**src/rtl/ps2_key_rx_if.sv**
```systemverilog
// Keyboard-side bundle for ps2_key_rx: raw PS/2 lines in, decoded key reports out.
interface ps2_key_rx_if;
  logic       PS2_CLK;
  logic       PS2_DATA;
  logic [4:0] KEY;
  logic       WRITE;
  logic       FRAME_ERR;

  modport master (
    output PS2_CLK,
    output PS2_DATA,
    input  KEY,
    input  WRITE,
    input  FRAME_ERR
  );

  modport slave (
    input  PS2_CLK,
    input  PS2_DATA,
    output KEY,
    output WRITE,
    output FRAME_ERR
  );
endinterface

```
**src/rtl/ps2_key_rx.sv**
```systemverilog
// PS/2 keyboard receiver: frames set-2 scan codes and reports mapped make codes as KEY/WRITE.
// Optional odd-parity enforcement is enabled by defining PS2_PARITY_CHECK_EN.
module ps2_key_rx #(
  parameter int unsigned TIMEOUT_CYCLES = 50000
) (
  input  logic          CLK,
  input  logic          RST,
  ps2_key_rx_if.slave   bus
);

  localparam int unsigned CntW = $clog2(TIMEOUT_CYCLES + 1);

  typedef enum logic [1:0] {StIdle, StData, StParity, StStop} state_e;

  state_e             r_state, w_state_d;
  logic [1:0]         r_clk_sync, r_data_sync;
  logic               r_clk_last;
  logic [7:0]         r_shift, w_shift_d;
  logic [2:0]         r_bit_cnt, w_bit_cnt_d;
  logic               r_parity, w_parity_d;
  logic [CntW-1:0]    r_timeout_cnt, w_timeout_cnt_d;
  logic               r_break, w_break_d;
  logic               r_ext, w_ext_d;
  logic [4:0]         r_key, w_key_d;
  logic               r_write, w_write_d;
  logic               r_frame_err, w_frame_err_d;

  logic               w_fall;
  logic               w_data;
  logic [CntW-1:0]    w_cnt_inc;
  logic               w_parity_ok;
  logic [5:0]         w_lookup;

  assign w_fall    = r_clk_last & ~r_clk_sync[1];
  assign w_data    = r_data_sync[1];
  assign w_cnt_inc = r_timeout_cnt + CntW'(1);

`ifdef PS2_PARITY_CHECK_EN
  // Odd parity: data bits plus parity bit must hold an odd number of ones.
  assign w_parity_ok = ^{r_shift, r_parity};
`else
  assign w_parity_ok = 1'b1;
`endif

  // Returns {mapped, key} for a completed scan code.
  function automatic logic [5:0] key_lookup(input logic [7:0] code);
    logic [5:0] res;
    res = 6'd0;
    case (code)
      8'h45: res = {1'b1, 5'd0};
      8'h16: res = {1'b1, 5'd1};
      8'h1E: res = {1'b1, 5'd2};
      8'h26: res = {1'b1, 5'd3};
      8'h25: res = {1'b1, 5'd4};
      8'h2E: res = {1'b1, 5'd5};
      8'h36: res = {1'b1, 5'd6};
      8'h3D: res = {1'b1, 5'd7};
      8'h3E: res = {1'b1, 5'd8};
      8'h46: res = {1'b1, 5'd9};
      8'h1C: res = {1'b1, 5'd10};
      8'h32: res = {1'b1, 5'd11};
      8'h21: res = {1'b1, 5'd12};
      8'h23: res = {1'b1, 5'd13};
      8'h24: res = {1'b1, 5'd14};
      8'h2B: res = {1'b1, 5'd15};
      8'h5A: res = {1'b1, 5'd16};
      8'h66: res = {1'b1, 5'd17};
      8'h29: res = {1'b1, 5'd18};
      default: res = 6'd0;
    endcase
    return res;
  endfunction

  assign w_lookup = key_lookup(r_shift);

  always_ff @(posedge CLK) begin
    if (RST) begin
      r_clk_sync    <= 2'b11;
      r_data_sync   <= 2'b11;
      r_clk_last    <= 1'b1;
      r_state       <= StIdle;
      r_shift       <= 8'd0;
      r_bit_cnt     <= 3'd0;
      r_parity      <= 1'b0;
      r_timeout_cnt <= '0;
      r_break       <= 1'b0;
      r_ext         <= 1'b0;
      r_key         <= 5'd0;
      r_write       <= 1'b0;
      r_frame_err   <= 1'b0;
    end else begin
      r_clk_sync    <= {r_clk_sync[0], bus.PS2_CLK};
      r_data_sync   <= {r_data_sync[0], bus.PS2_DATA};
      r_clk_last    <= r_clk_sync[1];
      r_state       <= w_state_d;
      r_shift       <= w_shift_d;
      r_bit_cnt     <= w_bit_cnt_d;
      r_parity      <= w_parity_d;
      r_timeout_cnt <= w_timeout_cnt_d;
      r_break       <= w_break_d;
      r_ext         <= w_ext_d;
      r_key         <= w_key_d;
      r_write       <= w_write_d;
      r_frame_err   <= w_frame_err_d;
    end
  end

  always_comb begin
    w_state_d       = r_state;
    w_shift_d       = r_shift;
    w_bit_cnt_d     = r_bit_cnt;
    w_parity_d      = r_parity;
    w_timeout_cnt_d = r_timeout_cnt;
    w_break_d       = r_break;
    w_ext_d         = r_ext;
    w_key_d         = r_key;
    w_write_d       = 1'b0;
    w_frame_err_d   = 1'b0;

    if (r_state == StIdle || w_fall) begin
      w_timeout_cnt_d = '0;
    end else begin
      w_timeout_cnt_d = w_cnt_inc;
    end

    unique case (r_state)
      StIdle: begin
        if (w_fall && !w_data) begin
          w_state_d   = StData;
          w_bit_cnt_d = 3'd0;
        end
      end
      StData: begin
        if (w_fall) begin
          w_shift_d   = {w_data, r_shift[7:1]};
          w_bit_cnt_d = r_bit_cnt + 3'd1;
          if (r_bit_cnt == 3'd7) begin
            w_state_d = StParity;
          end
        end
      end
      StParity: begin
        if (w_fall) begin
          w_parity_d = w_data;
          w_state_d  = StStop;
        end
      end
      StStop: begin
        if (w_fall) begin
          w_state_d = StIdle;
          if (!w_data || !w_parity_ok) begin
            w_frame_err_d = 1'b1;
          end else if (r_shift == 8'hF0) begin
            w_break_d = 1'b1;
          end else if (r_shift == 8'hE0) begin
            w_ext_d = 1'b1;
          end else begin
            if (!r_break && !r_ext && w_lookup[5]) begin
              w_key_d   = w_lookup[4:0];
              w_write_d = 1'b1;
            end
            w_break_d = 1'b0;
            w_ext_d   = 1'b0;
          end
        end
      end
      default: w_state_d = StIdle;
    endcase

    // Edge in the same cycle keeps the frame alive (w_fall gates the abort).
    if (r_state != StIdle && !w_fall && w_cnt_inc == CntW'(TIMEOUT_CYCLES)) begin
      w_state_d       = StIdle;
      w_frame_err_d   = 1'b1;
      w_timeout_cnt_d = '0;
    end
  end

  assign bus.KEY       = r_key;
  assign bus.WRITE     = r_write;
  assign bus.FRAME_ERR = r_frame_err;

endmodule

```
**src/flat_wrapper.sv**
```systemverilog
// flat-port wrapper written by rule: the top's interface ports become plain ports
module ps2_key_rx_flat 
#(
  parameter int unsigned TIMEOUT_CYCLES = 50000
)
  (CLK, RST, bus_PS2_CLK, bus_PS2_DATA, bus_KEY, bus_WRITE, bus_FRAME_ERR);
  ps2_key_rx_if bus_i ();
  input  logic CLK;
  input  logic RST;
  input wire logic [$bits(bus_i.PS2_CLK)-1:0] bus_PS2_CLK;
  input wire logic [$bits(bus_i.PS2_DATA)-1:0] bus_PS2_DATA;
  output wire logic [$bits(bus_i.KEY)-1:0] bus_KEY;
  output wire logic [$bits(bus_i.WRITE)-1:0] bus_WRITE;
  output wire logic [$bits(bus_i.FRAME_ERR)-1:0] bus_FRAME_ERR;
  assign bus_i.PS2_CLK = bus_PS2_CLK;
  assign bus_i.PS2_DATA = bus_PS2_DATA;
  assign bus_KEY = bus_i.KEY;
  assign bus_WRITE = bus_i.WRITE;
  assign bus_FRAME_ERR = bus_i.FRAME_ERR;
  ps2_key_rx #(.TIMEOUT_CYCLES(TIMEOUT_CYCLES)) u_core (.CLK(CLK), .RST(RST), .bus(bus_i));
endmodule
```
**config.mk**
```make
export PLATFORM = sky130hd
export DESIGN_NAME = ps2_key_rx_flat
export DESIGN_NICKNAME = d
export VERILOG_FILES = /design/src/rtl/ps2_key_rx_if.sv /design/src/rtl/ps2_key_rx.sv /design/src/flat_wrapper.sv
export SDC_FILE = /design/constraint.sdc
export NUM_CORES = 1
export LEC_CHECK = 0
export BUFFER_PORTS_ARGS = -buffer_cell sky130_fd_sc_hd__buf_2
export CORE_MARGIN = 2
export CORE_UTILIZATION = 60
export DETAILED_ROUTE_END_ITERATION = 7
export PLACE_DENSITY = 0.88
export SYNTH_ARGS = -nofsm -noshare
export SYNTH_HDL_FRONTEND = slang
export SYNTH_SLANG_ARGS = --single-unit
```
**constraint.sdc**
```tcl
create_clock -name CLK -period 6.1 [get_ports CLK]
set_input_delay 0.61 -clock CLK [delete_from_list [all_inputs] [get_ports CLK]]
set_output_delay 0.61 -clock CLK [all_outputs]
set_load 0.05 [all_outputs]
```
==> impl_results.md, run 1 <==
- Synth top area share: 35.0%
- Final cycle utilization of the critical path: 42.7%
- Post-layout util: 65.2%
- Clock skew: 5.40 ps
- Antenna violations before repair: 0
- Clk buf depth: 2
- Worst reg2reg startpoint: u_core.r_shift[3]
- CTS buffer count: 5
- Largest delay share family, worst path: simple AND/OR/NAND/NOR gates
- Htree depth: 2
- Tmin final: 2600 ps
- IO Count: 11
- Switch share: 25.6%
- Setup bufs post-CTS: 0
- Root buffer cell: clkbuf_8
- P_sw: 135 uW
- Worst skew pair latency: 300 ps
- Share of post-route cells with drive strength above 1: 13.7%
- Synth Instances: 284
- CTS tree: done
- Ys async rst share: 0%
- Max incr delay on CP: 730 ps
- PortBufs: 10
- Fmax: 0.384 GHz
- FF-to-FF setup slack: 3500 ps
- Die area: 4630 sq um
- Post-synth EDFFs: 0
- Syn Nets: 296
- Yosys warnings: 0
- Run status: finished, final reports clean
- Worst hold endpoint: u_core.r_data_sync[1]
- Startpoint types: register
- # setup viols final: 0
- Power per standard cell area: 203 nW/um^2
- Vias in the first global route: 1805
- Detail Placement HPWL: 3210 um
- # DRC: 0
- Int Power: 391 uW
- Antenna-violating nets left: 0
- Worst Path Required: 6280 ps
- Worst Path Buf+Inv: 0
- Reg2Reg Depth: 6
- Initial DRC Count: 183
- Top cells by area, synth: dfxtp_1, nor2_1, mux2i_1
- Kind of critical path: reg -> reg
- Most used DFF post-synth: dfxtp_1
- Avg WL per Cell: 14.0 um
- Flip-flop and latch count after synthesis: 43
- Fillers: 341
- Sequential power share: 55.7%
- Critical path fanouts, max: 22
- Hold crit path type: reg -> reg
- Clock transition at path regs: 80 ps
- Post-synth design cell area: 2460 sq um
- Starting Density: 61.9%
- Setup TNS: 0 ps
- Final Hold Viols: 0
- Total Routing Usage GR: 23.2%
- Logic pwr share: 11.0%
- Non-filler cells, final: 335
- Core area: 3970 sq um
- Routed via count: 2014
- WHS Path Cells: 1
- GP Congestion: 0.861
- Post-Route WL: 4690 um
- Diodes inserted: 0
- Hold Crit Start: u_core.r_data_sync[0]
- Synth cell types: 57
- Slew Limit Fails: 0
- Die height: 68.0 um
- Cts-stage hold buffer count: 0
- Largest net degree at the start of global routing: 34
- Syn-to-layout area delta: 5.24%
- Cell Chain, Critical Path: or3b_2 -> or4_1 -> o31a_1 -> o311a_1 -> a21oi_4 -> mux2_1
- DRT Pass-1 Iters: 4
- CTS resizes: 0
- Crit path arrival time: 2790 ps
- Vias per cell: 6.01
- Cells after DPL: 327
- Die width: 68.0 um
- Worst slew pin tran: 777 ps
- Crit path capture type: register
- Unrepaired setup endpoints after global routing: no
- Post-synth top area cell: dfxtp_1
- Sequential element share of the synthesized area: 35.0%
- Nets: 296
- IR drop worst, VDD: 0.180 mV
- Crit path max-delay cell type: dfxtp_1
- Grt ovf: 0
- Max_cap viols: 0
- FF-to-FF End: u_core.bus.KEY[2]
- Rel. slew slack: 48.1%
- Avg Cell Area, Syn: 8.66 sq um
- Static Leak: 0.888 nW
- Clock Power Share: 33.3%
- # rows: 23
- First-pass GRT wire length: 8020 um
- Clk sinks: 43
==> state kept, by name, indices dropped and copies added, names as in the netlist <==
register and flops:
u_core.r_bit_cnt 3, u_core.r_state 2, u_core.r_break 1, u_core.r_shift 8
u_core.r_timeout_cnt 16, u_core.r_ext 1, u_core.bus.KEY 5, u_core.r_clk_last 1
u_core.bus.FRAME_ERR 1, u_core.r_clk_sync 2, u_core.r_data_sync 2, u_core.bus.WRITE 1
==> cell families after synthesis <==
kind of cell | share of synthesized area, %
compound gates | 12.8
buf+inv | 3.56
flops | 35.0
fa+ha+maj | 4.07
mux | 6.21
simple gates | 33.4
xor+xnor | 4.98
==> Yosys cell counts, types with 2 or more instances <==
cell type  count
xnor2_1        8
and4b_1        2
nand2b_1      12
a21oi_1       11
buf_2          4
ha_1           8
nor3_1        13
or3_1          3
o21ai_0        8
xor2_1         6
clkbuf_1      13
inv_1          5
nand4_2        2
or2_2          6
and3_1         2
nor2_1        35
a2111oi_2      2
nand2_1       15
mux2_1         2
nand3_1       11
a22oi_1        2
dfxtp_1       43
mux2i_1       13
or4_1          4
nor3b_1        7
nor4_1         5
nand4_1        3
nor2b_1        6
nand3b_1       4
nand3_2        2
==> how the worst max path moves through the flow <==
stage	endpoint	start	depth (start not counted)
6_report	u_core.bus.KEY[2]	u_core.r_shift[3]	6
3_5_place_dp	u_core.bus.KEY[2]	u_core.r_shift[3]	6
4_1_cts	u_core.bus.KEY[2]	u_core.r_shift[3]	6
2_1_floorplan	u_core.r_timeout_cnt[0]	u_core.r_timeout_cnt[0]	7
3_3_place_gp	u_core.bus.KEY[0]	u_core.r_shift[3]	6
5_1_grt	u_core.bus.KEY[2]	u_core.r_shift[4]	6
==> metal layers <==
layer	wire [um]	up-vias	track usage (%)
li1	-	1024	-
met3	189	9	5.92
met2	2250	43	38.0
met5	0	-	0
met4	88	0	8.25
met1	2160	938	29.4
==> layout make-up <==
type | count | area (sq um) | share of cell area [%]
clock buffers | 6 | 72.6 | 2.80
clock inverters | 2 | 12.5 | 0.483
inverters | 5 | 18.8 | 0.725
multi-input cells | 219 | 1510 | 58.4
flip-flops and latches | 43 | 861 | 33.3
well taps | 50 | 62.6 | 2.42
repair buffers | 10 | 50.0 | 1.93
==> placed cells by master (no fill, tap or decap), types with 6 or more instances in the layout <==
cell / count
nor3b_1: 7
xnor2_1: 8
nand3_1: 11
nor2_1: 35
nand2b_1: 12
nand2_1: 15
o21ai_0: 8
mux2i_1: 13
nor3_1: 13
xor2_1: 6
nor2b_1: 6
dfxtp_1: 43
ha_1: 8
buf_2: 10
or2_2: 6
a21oi_1: 11
==> metrics by stage <==
step / area [sq um] / power (mW) / hold WS (ps) / setup WS, ps
6_report: 2590 / 0.526 / 413 / 3500
3_5_place_dp: 2500 / 0.358 / 393 / 3530
5_1_grt: 2590 / 0.549 / 440 / 3330
2_1_floorplan: 2460 / 0.347 / 389 / 3940
3_3_place_gp: 2500 / 0.355 / 391 / 3600
4_1_cts: 2590 / 0.532 / 412 / 3520
==> power by group through the flow <==
stage               clock, mW  sequential [mW]  combinational (mW)
detailed placement          0            0.300              0.0578
finish                  0.175            0.293              0.0578
floorplan                   0            0.298              0.0488
global route            0.190            0.294              0.0647
global placement            0            0.299              0.0556
CTS                     0.181            0.293              0.0582
No activity file was read; power rests on OpenSTA's default activity.
==> run 2, diff against run 1 <==
ABC_AREA = 1   (was unset)
clock period = 2.6 ns   (was 6.1 ns; I/O delays follow)
==> run 2 against run 1 <==
Net effect:
- wire length increased by 3.3%
- clock-buffer cell count is the same
- die area down 1.5%
- clock power rose by 140%
- sequential share of layout area is 0.16 points lower
- synthesized area down 1.6%
- synthesized cell count grew 37%
- design area grew 0.48%
- critical path depth increased by 6
- core utilization grew 0.79 points
- hold slack worse by 260 ps
- setup slack lost 2900 ps
- critical path type unchanged
- largest power group unchanged
==> impl_results.md, run 2 <==
- Most used cells in the layout excluding fill and tap cells: nand2_1, nor2_1, inv_1, dfxtp_1, nand3_1
- Mux cell area share after synthesis: 0%
- Post-synth design cell area: 2420 sq um
- Synth top area share: 35.6%
- Largest net degree at the start of global routing: 18
- Final cycle utilization of the critical path: 75.4%
- Diodes inserted: 0
- Hold Crit Start: bus_PS2_CLK
- Top cells by area, synth: dfxtp_1, nand2_1, nor2_1
- Post-synth EDFFs: 0
- Crit path capture type: register
- Clk sinks: 43
- Commonest cells post-synth: nand2_1, nor2_1, inv_1, dfxtp_1, nand3_1
- Antenna-violating nets left: 0
- Power per standard cell area: 505 nW/um^2
- Commonest non-fill, non-tap cell in the layout: nand2_1
- Antenna violations before repair: 0
- # rows: 23
- Sequential element share of the synthesized area: 35.6%
- Critical Path End: u_core.r_timeout_cnt[12]
- Nets: 416
- PortBufs: 10
- # setup viols final: 0
- Setup TNS: 0 ps
- Post-synthesis simple-gate area fraction: 43.2%
- Top reg by flops: u_core.r_timeout_cnt
- Root buffer cell: clkbuf_8
- Worst skew pair latency: 290 ps
- Fmax: 0.510 GHz
- Final Instance Area: 2600 sq um
- Avg Cell Area, Syn: 6.20 sq um
- Die height: 67.5 um
- Final Hold Viols: 0
- Max reg flops: 16
- Grt ovf: 0
- Run status: finished, final reports clean
- Flip-flop and latch count after synthesis: 43
- Count leader, synth: nand2_1
- Share of post-route cells with drive strength above 1: 8.91%
- Starting Density: 61.4%
- Critical path fanouts, max: 16
- IR drop worst, VDD: 0.443 mV
- Clk buf depth: 2
- GP Congestion: 0.917
- # DRC: 0
- Die width: 67.5 um
- Total Routing Usage GR: 23.6%
- Synth cell types: 24
- CTS buffer count: 5
- FF-to-FF End: u_core.r_timeout_cnt[12]
- Post-Synth Adder-Cell Area: 4.14%
- Placed cell area: 2510 sq um
- First-pass GRT wire length: 8190 um
- Avg WL per Cell: 10.7 um
- Kind of critical path: reg -> reg
- Syn-to-layout area delta: 7.50%
- Hold crit path type: in -> reg
- FF-to-FF setup slack: 640 ps
- Startpoint types: register
- Rel. slew slack: 61.7%
- Detail Placement HPWL: 3770 um
- Clock skew: 5.60 ps
- Post-Route WL: 4850 um
- Static Leak: 1.13 nW
- Max_cap viols: 0
- Core area: 3940 sq um
- Post-synth top area cell: dfxtp_1
- Htree depth: 2
- Worst slew pin tran: 571 ps
- Most used DFF post-synth: dfxtp_1
- Die area: 4560 sq um
- Syn Nets: 402
- Largest family of logic cells by synthesized area: simple AND/OR/NAND/NOR gates
- DRT Pass-1 Iters: 6
- Routed via count: 2320
- Tmin final: 1960 ps
- Setup bufs post-CTS: 0
- Vias in the first global route: 1933
- Worst Path Required: 2780 ps
- Clock transition at path regs: 80 ps
- XOR/XNOR share of the synthesized area: 0.362%
- Crit path arrival time: 2140 ps
- Ys async rst share: 0%
- Reg2Reg Depth: 12
- Vias per cell: 5.11
- CTS tree: done
- Synth Instances: 390
- Yosys warnings: 0
- Compound-Gate Fraction of Synth Area: 7.55%
- Slew Limit Fails: 0
- Initial DRC Count: 253
- Worst reg2reg startpoint: u_core.r_timeout_cnt[0]
- CTS resizes: 0
- Cts-stage hold buffer count: 0
- Worst Setup SP: u_core.r_timeout_cnt[0]
- Fillers: 379
- Unrepaired setup endpoints after global routing: no
- IO Count: 11
-- run 2: cell count changes after synthesis, moves of 8 or more --
cell,previous run,this run
xnor2_1,8,0
a21oi_1,11,19
nor3_1,13,3
nor2_1,35,78
nand3_1,11,25
clkbuf_1,13,3
nand2b_1,12,0
nand2_1,15,115
inv_1,5,51
mux2i_1,13,0
-- run 2: per-layer routing --
layer | track usage (%) | part of all wire (%) | vias up
met5 | 0 | 0 | -
met4 | 6.38 | 0.78 | 0
met3 | 6.50 | 4.9 | 5
met2 | 37.6 | 47 | 65
met1 | 31.3 | 48 | 1010
li1 | - | - | 1240
-- run 2: stage by stage --
step | instances | hold slack (ps) | power, mW | setup slack, ps | util, %
after floorplan | 390 | 364 | 0.872 | 907 | -
after global placement | 447 | 393 | 0.896 | 779 | 63.8
after detailed placement | 447 | 396 | 0.901 | 669 | 63.8
after CTS | 454 | 140 | 1.33 | 649 | 66.0
after global routing | 454 | 140 | 1.39 | 440 | 66.0
final | 454 | 149 | 1.31 | 641 | 66.0
-- run 2: worst min path at each step --
| stage | end | cells past startpoint | slack [ps] |
|---|---|---|---|
| 2_1_floorplan | u_core.r_clk_sync[0] | 1 | 360 |
| 3_3_place_gp | u_core.r_data_sync[1] | 1 | 390 |
| 3_5_place_dp | u_core.r_clk_sync[1] | 1 | 400 |
| 4_1_cts | u_core.r_clk_sync[0] | 2 | 140 |
| 5_1_grt | u_core.r_data_sync[0] | 2 | 140 |
| 6_report | u_core.r_clk_sync[0] | 2 | 150 |
-- run 2: power by group --
group,internal (mW),switching [mW]
Sequential,0.680,0.0216
Clock,0.208,0.218
Combinational,0.0591,0.127
-- run 2: critical path: stages, from the launching register on --
cell and delay (ps):
dfxtp_1 400, ha_1 220, nand3_1 130, nor2_2 190, nand2_1 90, nand2_1 110, nand2_1 60, nor2_1 130
nand2_1 70, nor2_1 110, nand2_2 90, nand3_4 170, nor2_1 70
-- run 2: layout make-up --
type                    instances  area, sq um  area share (%)
multi-input cells             291         1340            51.4
flip-flops and latches         43          861            33.1
inverters                      52          195            7.50
clock buffers                   6         82.6            3.17
well taps                      50         62.6            2.41
repair buffers                 11         57.6            2.21
clock inverters                 1         5.00           0.192
-- run 2: cell families (layout without fill, tap and decap cells) --
logic type,after synthesis,after routing
buf+inv,56,70
fa+ha+maj,8,8
flops,43,43
compound gates,35,35
xor+xnor,1,1
simple gates,247,247
